--- src/rtl/attention_ctrl.sv ---
// ---------------------------------------------------------------------------
// attention_ctrl
//   Top-level sequencer for the attention datapath. Loads one input sequence
//   (SEQ_LEN*D_MODEL words) into the token buffer, then walks the stacked
//   attention blocks in order. Each block is stepped through the PROJ, SCORE,
//   SOFTMAX and WSUM phases with a phase_start / phase_done handshake.
//
// Ports
//   clk, rst          clock (rising edge) and synchronous active-high reset
//   start             begin a run (sampled in IDLE only)
//   num_blocks        blocks to run, sampled with start; 0 runs one block,
//                     values above 2**BLK_W run 2**BLK_W blocks
//   data_in(_valid)   input word stream, consumed only while in_ready=1
//   in_ready          controller is loading the token buffer
//   buf_wr_*          registered token buffer write port
//   block_sel, phase  current block index and phase (0 PROJ .. 3 WSUM)
//   phase_start       one-cycle pulse launching the current phase
//   phase_done        datapath finished the current phase
//   busy              run in progress
//   done              one-cycle pulse at run end
//   err               sticky watchdog error
//
// Optional build macro
//   ATTN_CTRL_TIMEOUT_EN  adds a TO_W-bit watchdog on every phase wait. When
//                         it expires, err is set (sticky until rst) and the
//                         run ends with a done pulse. Without the macro err
//                         is tied 0 and a phase wait never times out.
// ---------------------------------------------------------------------------
module attention_ctrl #(
  parameter int DATA_W  = 16,
  parameter int SEQ_LEN = 5,
  parameter int D_MODEL = 6,
  parameter int BLK_W   = 3,
  parameter int ADDR_W  = 5,
  parameter int TO_W    = 16
) (
  input  logic              clk,
  input  logic              rst,
  input  logic              start,
  input  logic [BLK_W:0]    num_blocks,
  input  logic [DATA_W-1:0] data_in,
  input  logic              data_in_valid,
  output logic              in_ready,
  output logic              buf_wr_en,
  output logic [ADDR_W-1:0] buf_wr_addr,
  output logic [DATA_W-1:0] buf_wr_data,
  output logic [BLK_W-1:0]  block_sel,
  output logic [1:0]        phase,
  output logic              phase_start,
  input  logic              phase_done,
  output logic              busy,
  output logic              done,
  output logic              err
);

  localparam int TOTAL = SEQ_LEN * D_MODEL;
  localparam logic [ADDR_W-1:0] LAST_ADDR = ADDR_W'(TOTAL - 1);
  localparam logic [1:0] PH_PROJ = 2'd0;
  localparam logic [1:0] PH_WSUM = 2'd3;

  typedef enum logic [2:0] {
    S_IDLE,
    S_LOAD,
    S_RUN_START,
    S_RUN_WAIT,
    S_NEXT,
    S_FIN
  } state_t;

  state_t state, state_nxt;

  logic [ADDR_W-1:0] wcnt;
  logic [BLK_W-1:0]  nb_last;   // index of the final block of this run
  logic [BLK_W-1:0]  blk;
  logic [1:0]        ph;
  logic              accept;
  logic              last_word;
  logic              timeout;

  logic              wr_en_p1;
  logic [ADDR_W-1:0] wr_addr_p1;
  logic [DATA_W-1:0] wr_data_p1;

  // Clamp the requested block count to 1..2**BLK_W and return the index of
  // the last block, which is what the NEXT state compares against.
  function automatic logic [BLK_W-1:0] last_blk_idx(input logic [BLK_W:0] n);
    logic [BLK_W:0] m;
    m = n;
    if (m == '0)
      m = {{BLK_W{1'b0}}, 1'b1};
    else if (m > {1'b1, {BLK_W{1'b0}}})
      m = {1'b1, {BLK_W{1'b0}}};
    m = m - 1'b1;
    return m[BLK_W-1:0];
  endfunction

  assign accept    = (state == S_LOAD) && data_in_valid;
  assign last_word = accept && (wcnt == LAST_ADDR);

  always_comb begin
    state_nxt = state;
    case (state)
      S_IDLE:      if (start) state_nxt = S_LOAD;
      S_LOAD:      if (last_word) state_nxt = S_RUN_START;
      S_RUN_START: state_nxt = S_RUN_WAIT;
      S_RUN_WAIT: begin
        if (phase_done)
          state_nxt = (ph == PH_WSUM) ? S_NEXT : S_RUN_START;
        else if (timeout)
          state_nxt = S_FIN;
      end
      S_NEXT:      state_nxt = (blk == nb_last) ? S_FIN : S_RUN_START;
      S_FIN:       state_nxt = S_IDLE;
      default:     state_nxt = S_IDLE;
    endcase
  end

  always_ff @(posedge clk) begin
    if (rst) begin
      state   <= S_IDLE;
      wcnt    <= '0;
      nb_last <= '0;
      blk     <= '0;
      ph      <= PH_PROJ;
    end else begin
      state <= state_nxt;
      if (accept)
        wcnt <= wcnt + 1'b1;
      case (state)
        S_IDLE: begin
          if (start) begin
            nb_last <= last_blk_idx(num_blocks);
            wcnt    <= '0;
            blk     <= '0;
            ph      <= PH_PROJ;
          end
        end
        S_LOAD: begin
          if (last_word) begin
            blk <= '0;
            ph  <= PH_PROJ;
          end
        end
        S_RUN_WAIT: begin
          if (phase_done && (ph != PH_WSUM))
            ph <= ph + 1'b1;
        end
        S_NEXT: begin
          if (blk != nb_last) begin
            blk <= blk + 1'b1;
            ph  <= PH_PROJ;
          end
        end
        default: ;
      endcase
    end
  end

  // Stage p1: registered token buffer write, one cycle after acceptance.
  always_ff @(posedge clk) begin
    if (rst) begin
      wr_en_p1   <= 1'b0;
      wr_addr_p1 <= '0;
      wr_data_p1 <= '0;
    end else begin
      wr_en_p1 <= accept;
      if (accept) begin
        wr_addr_p1 <= wcnt;
        wr_data_p1 <= data_in;
      end
    end
  end

`ifdef ATTN_CTRL_TIMEOUT_EN
  logic [TO_W-1:0] to_cnt;
  logic            err_q;

  // Fires on the wait cycle in which the counter would reach all-ones.
  assign timeout = (state == S_RUN_WAIT) && !phase_done &&
                   (TO_W'(to_cnt + 1'b1) == {TO_W{1'b1}});

  always_ff @(posedge clk) begin
    if (rst) begin
      to_cnt <= '0;
      err_q  <= 1'b0;
    end else begin
      if (state == S_RUN_START)
        to_cnt <= '0;
      else if (state == S_RUN_WAIT)
        to_cnt <= to_cnt + 1'b1;
      if (timeout)
        err_q <= 1'b1;
    end
  end

  assign err = err_q;
`else
  logic unused_to;
  assign unused_to = ^TO_W;
  assign timeout   = 1'b0;
  assign err       = 1'b0;
`endif

  assign in_ready    = (state == S_LOAD);
  assign phase_start = (state == S_RUN_START);
  assign done        = (state == S_FIN);
  assign busy        = (state != S_IDLE);
  assign block_sel   = blk;
  assign phase       = ph;
  assign buf_wr_en   = wr_en_p1;
  assign buf_wr_addr = wr_addr_p1;
  assign buf_wr_data = wr_data_p1;

endmodule

--- config.mk ---
export PLATFORM = sky130hd
export DESIGN_NAME = attention_ctrl
export DESIGN_NICKNAME = d
export VERILOG_FILES = /design/src/rtl/attention_ctrl.sv
export SDC_FILE = /design/constraint.sdc
export NUM_CORES = 1
export LEC_CHECK = 0
export BUFFER_PORTS_ARGS = -buffer_cell sky130_fd_sc_hd__buf_2
export CAP_MARGIN = 20
export CORE_ASPECT_RATIO = 0.7
export CORE_MARGIN = 2
export CORE_UTILIZATION = 49
export DETAILED_ROUTE_END_ITERATION = 6
export GPL_ROUTABILITY_DRIVEN = 0
export GPL_TIMING_DRIVEN = 0
export HOLD_SLACK_MARGIN = 0.02
export PLACE_DENSITY = 0.82
export SLEW_MARGIN = 20
export SYNTH_ARGS = -nofsm -noshare
export SYNTH_HDL_FRONTEND = slang
export SYNTH_SLANG_ARGS = --single-unit
--- constraint.sdc ---
create_clock -name clk -period 1.6 [get_ports clk]
set_input_delay 0.32 -clock clk [delete_from_list [all_inputs] [get_ports clk]]
set_output_delay 0.32 -clock clk [all_outputs]
set_load 0.02 [all_outputs]
## Word-level counts from Yosys, hierarchy flattened

Index checks and enable logic that the tools add are counted.

| word-level totals | value |
|---|---|
| register bits | 38 |
| bits in latches | 0 |
| memory bits (writable) | 0 |
| memory bits (read-only) | 0 |
| input bits | 25 |
| output and inout bits | 32 |
| logic and storage cells | 63 |
| memories kept | 0 |

| cells by class | value |
|---|---|
| add/sub/neg operators | 4 |
| $mul | 0 |
| divide/modulo/power cells | 0 |
| $lt $le $gt $ge | 1 |
| eq/ne operators | 15 |
| shift-type cells | 0 |
| muxes and demuxes | 23 |
| bitwise logic cells | 0 |
| reductions and logical operators | 12 |

Operators with widths:

| cell | number |
|---|---|
| two-way mux 3 bit | 13 |
| two-way mux 5 bit | 3 |
| case mux 3 bit (5 select lines) | 1 |
| != test 2 bit (second input constant) | 5 |
| case mux 3 bit (3 select lines) | 1 |
| two-way mux 2 bit | 4 |
| case mux 2 bit (4 select lines) | 1 |
| equality test 3 x 2 -> 1 bit (second input constant) | 2 |
| equality test 3 bit (second input constant) | 2 |
| nonzero test 3 bit | 2 |
| adder 5 x 1 -> 5 bit (second input constant) | 1 |
| equality test 5 bit (second input constant) | 1 |
| AND reduction 5 bit | 1 |
| > comparator 4 bit (second input constant) | 1 |
| zero test 4 bit | 1 |
| AND reduction 4 bit | 1 |
| nonzero test 4 bit | 1 |
| adder 3 x 1 -> 3 bit (second input constant) | 1 |
| equality test 3 x 1 -> 1 bit (second input constant) | 1 |
| equality test 3 bit | 1 |
| logical AND 1 bit | 3 |
| zero test 3 bit | 1 |
| != test 3 bit | 1 |
| AND reduction 3 bit | 1 |
| 5 further kinds | 5 |

## Depth between registers and ports, before layout

| logic depth | value |
|---|---|
| depth in word-level cells | 7 |
| mapped depth | 6 |
| depth with buffers taken out | 6 |

## Worst setup path after synthesis

OpenSTA, ideal clock, no wires.

| timing path | value |
|---|---|
| path kind | register to register |
| from | reg blk[0], in the netlist block_sel[0] |
| to | reg blk[2], in the netlist block_sel[2] |
| library setup time | 0.122 ns |
| arrival time | 1.441 ns |
| required time | 1.478 ns |
| path slack | 0.038 ns |
| stages on the path, launching flop included | 5 |
| buffers on the path | 0 |
| cells stage by stage | dfxtp_1 > xor2_1 > nor3_2 > o32a_1 > o311a_1 |

| on the way | value |
|---|---|
| longest elaborated chain between the ends | 3 |
| elaborated cells between the ends (all ways) | 6 |
| those cells by class | add/sub: 1; eq/ne: 2; mux: 2; reduce/logical: 1 |

Ends and longest elaborated chain:

| element | RTL line | RTL |
|---|---|---|
| start, declared | 74 | `logic [BLK_W-1:0] blk;` |
| start signal, assigned | 150 | `blk <= blk + 1'b1;` |
| adder 3 x 1 -> 3 bit or != test 3 bit (tied branches) | 150, 149 |  |
| two-way mux 3 bit or != test 2 bit (tied branches) | n/a |  |
| case mux 3 bit (3 select lines) or AND reduction 4 bit (tied branches) | n/a |  |

Several ways; a longest one is shown, not always the timed one. The select of a mux whose other input is x is not followed.
A chain may end at the register's enable or synchronous reset.

## Worst setup path after layout

| timing path | value |
|---|---|
| from | reg state[2] |
| to | out busy |

| on the way | value |
|---|---|
| longest elaborated chain between the ends | 1 |

Ends and longest elaborated chain:

| element | RTL line | RTL |
|---|---|---|
| start, declared | 70 | `state_t state, state_nxt;` |
| start signal, assigned | 126 | `state <= state_nxt;` |
| nonzero test 3 bit | 207 | `assign busy = (state != S_IDLE);` |
| end, declared | 51 | `output logic busy,` |

No other way between the ends.

==> metrics.csv <==
metric,value,unit
grt_util_all_layers,0.187,
fin_tns_setup,0,ps
maxSlewViolCount,0,
drt_drc_violations_left,0,
regArea,763,µm²
synthCells,207,
drt_iter0_markers,73,
cts_max_path_buffers,2,
crit_cells,3,
clock_sinks,38,
maxCapViolations,0,
cellPowerDensity,913,nW/µm²
pre_cts_slack,58.1,ps
grt_overflow,0,
h-tree-depth,2,
cpMostUsedCell,buf_6,
crit_type,flop to output pin,
grt_max_degree,18,
rows,17,
critPathMaxFanout,10,
postCtsHoldBufs,0,
crit_path_top_delay_cell,or3_4,
syn_area,1720,µm²
cts-buffers-inserted,5,
ys_ff_latch,38,
p_leak,0.976,nW
cts.reportedPaths.clkPinSlew,80,ps
routed_wl,3.66,mm
clock_latency,280,ps
antenna_found_initial,0,
hold_path.class,primary input to flop,
switching_share,0.268,
syn_nets,237,
worst_r2r_path_depth,4,
async_flop_share,0,
startpoint,state[2]$_SDFFE_PP0P_,
multiInputGateArea,885,µm²
setup_ws,8.26,ps
outcome,finished clean,
layout_common_cells,"buf_2 (59), nand2_1 (49), dfxtp_1 (36), a21oi_1 (22), nor2_1 (13)",
grt_pass1_vias,1308,
root_buffer,clkbuf_8,
regToRegStartpoint,block_sel[0]$_SDFFE_PP0P_,
fin_skew,7.31,ps
vias,1599,
ys_seq_area_frac,0.443,
port_buffers,55,
end_kind,output pin,
wl_per_cell,11.6,µm
post_cts_buffers,0,
fp.dieW,74.8,µm
period_share,0.995,
die_y,53.6,µm
period_minus_slack,1590,ps
path_cells,buf_6 > or3_4 > buf_6,
drive_gt1_frac,0.309,
synthSimpleGateAreaFrac,0.231,
viasPerCell,5.06,
final_antenna_net_count,0,
critical_path.max_stage_delay,370,ps
yosysWarnings,0,
p_comb_frac,0.164,
hold_viol,0,
slew_headroom,0.617,
min_from,data_in[12],
rsz0062_at_grt,yes,
vdd_drop_max,0.596,mV
seqPwrFrac,0.503,
core_area,3250,µm²
fin_nets,298,
initial_core_util,0.528,
fmaxAchievable,0.628,GHz
worst_pin_slew,568,ps
synth_top_family_by_area,simple AND/OR/NAND/NOR gates,
cts_tree,yes,
nFillCells,277,
yosysUniqueCellTypes,48,
min_path_cells,3,
p_int,1.46,mW
power.total,1.99,mW
synth_enable_flop_cells,0,
power_switching,0.534,mW
hpwl,2.71,mm
synth-xor-area-share,0.0408,
synth-compound-area-share,0.183,
drt_first_pass_iters,4,
grt_pass1_wl,5.66,mm
crit_arrival,1270,ps
cp_top_family,simple AND/OR/NAND/NOR gates,
mostFrequentLayoutCell,buf_2,
crit_path_start_kind,flop,
synth.avg_cell_area,8.31,µm²
synth_top_flop_cell,dfxtp_1,
clkPwrFrac,0.333,
critPathRequiredTime,1280,ps
area_growth,27.0,%
fin_hold_ws,270,ps
fin_util,0.671,
synth_fa_ha_area_frac,0.0364,
io-pin-count,57,
finalSetupViolCount,0,
crit_buf_inv,2,
die_area,4010,µm²
muxShareOfSynthArea,0.0116,
antenna_cells,0,
[layout make-up]
cell class                 count  share of cell area
multi-input combinational    149               0.405
inverter                       7              0.0120
timing repair buffer          55               0.129
sequential                    38               0.350
clock buffer                   7              0.0395
clock inverter                 1             0.00229
buffer                        12              0.0355
tap                           47              0.0269
[final timing paths]
kind | slack, ps | to
max | 8 | busy
min reg2reg | 450 | buf_wr_data[8]$_SDFFE_PP0P_
min | 270 | buf_wr_data[12]$_SDFFE_PP0P_
max reg2reg | 70 | block_sel[2]$_SDFFE_PP0P_
[worst reg2reg max path, cell delays in order, from the launching register on]
cell	delay [ps]
dfxtp_1	380
xor2_1	270
nor3_2	150
o32a_1	340
o311a_1	280
[power by group through the flow]
stage,combinational (mW),sequential [mW],clock (mW)
2_1_floorplan,0.188,1.05,0
3_3_place_gp,0.310,1.02,0
3_5_place_dp,0.313,1.02,0
4_1_cts,0.322,1.00,0.672
5_1_grt,0.361,1.01,0.717
6_report,0.327,1.00,0.664
[stage by stage]
stage                     instance area (µm²)  std cells
after floorplan                          1720        207
after global placement                   2050        309
after detailed placement                 2050        309
after CTS                                2160        316
after global routing                     2180        316
final                                    2180        316
[state kept, by name, indices dropped and copies added (netlist names)]
register,cells
phase,2
block_sel,3
buf_wr_en,1
buf_wr_addr,5
state,3
wcnt,5
nb_last,3
buf_wr_data,16
[cell usage after synthesis, drive strengths merged, types with 2 or more instances]
cell    instances  area share
nand2          49        0.11
dfxtp          38        0.44
a21oi          22       0.064
nor2           15       0.034
buf             9       0.028
inv             6       0.013
xor2            6       0.031
ha              5       0.036
clkbuf          4      0.0087
nand3           4       0.012
a211oi          3       0.013
nand2b          3       0.011
nand4           3       0.011
o21ai           3      0.0087
or3             3       0.011
mux2i           2       0.012
nor3            2      0.0087
o211a           2       0.012
o211ai          2      0.0087
o311ai          2       0.010
o41ai           2       0.015
xnor2           2       0.010
[routing by layer]
| layer | part of all wire | global-route usage |
|---|---|---|
| met2 | 0.41 | 0.263 |
| met3 | 0.072 | 0.0562 |
| met1 | 0.51 | 0.269 |
| met5 | 0 | 0 |
| met4 | 0.0071 | 0.0685 |
[logic make-up (layout without fill, tap and decap cells)]
kind of cell / count (synthesis) / after routing
xor gates and xnor gates: 8 / 8
buffers and inverters: 20 / 82
DFF: 38 / 38
muxes: 2 / 2
adders and majority gates: 5 / 5
AOI/OAI and AO/OA: 46 / 46
and+or+nand+nor: 87 / 87
other: 1 / 1
[what timing repair did]
item | CTS | global route
endpoints found under the setup margin | 4 | 7
gates resized for setup | 8 | 6
pin swaps | 0 | 2
Power figures use the tool's default switching activity.
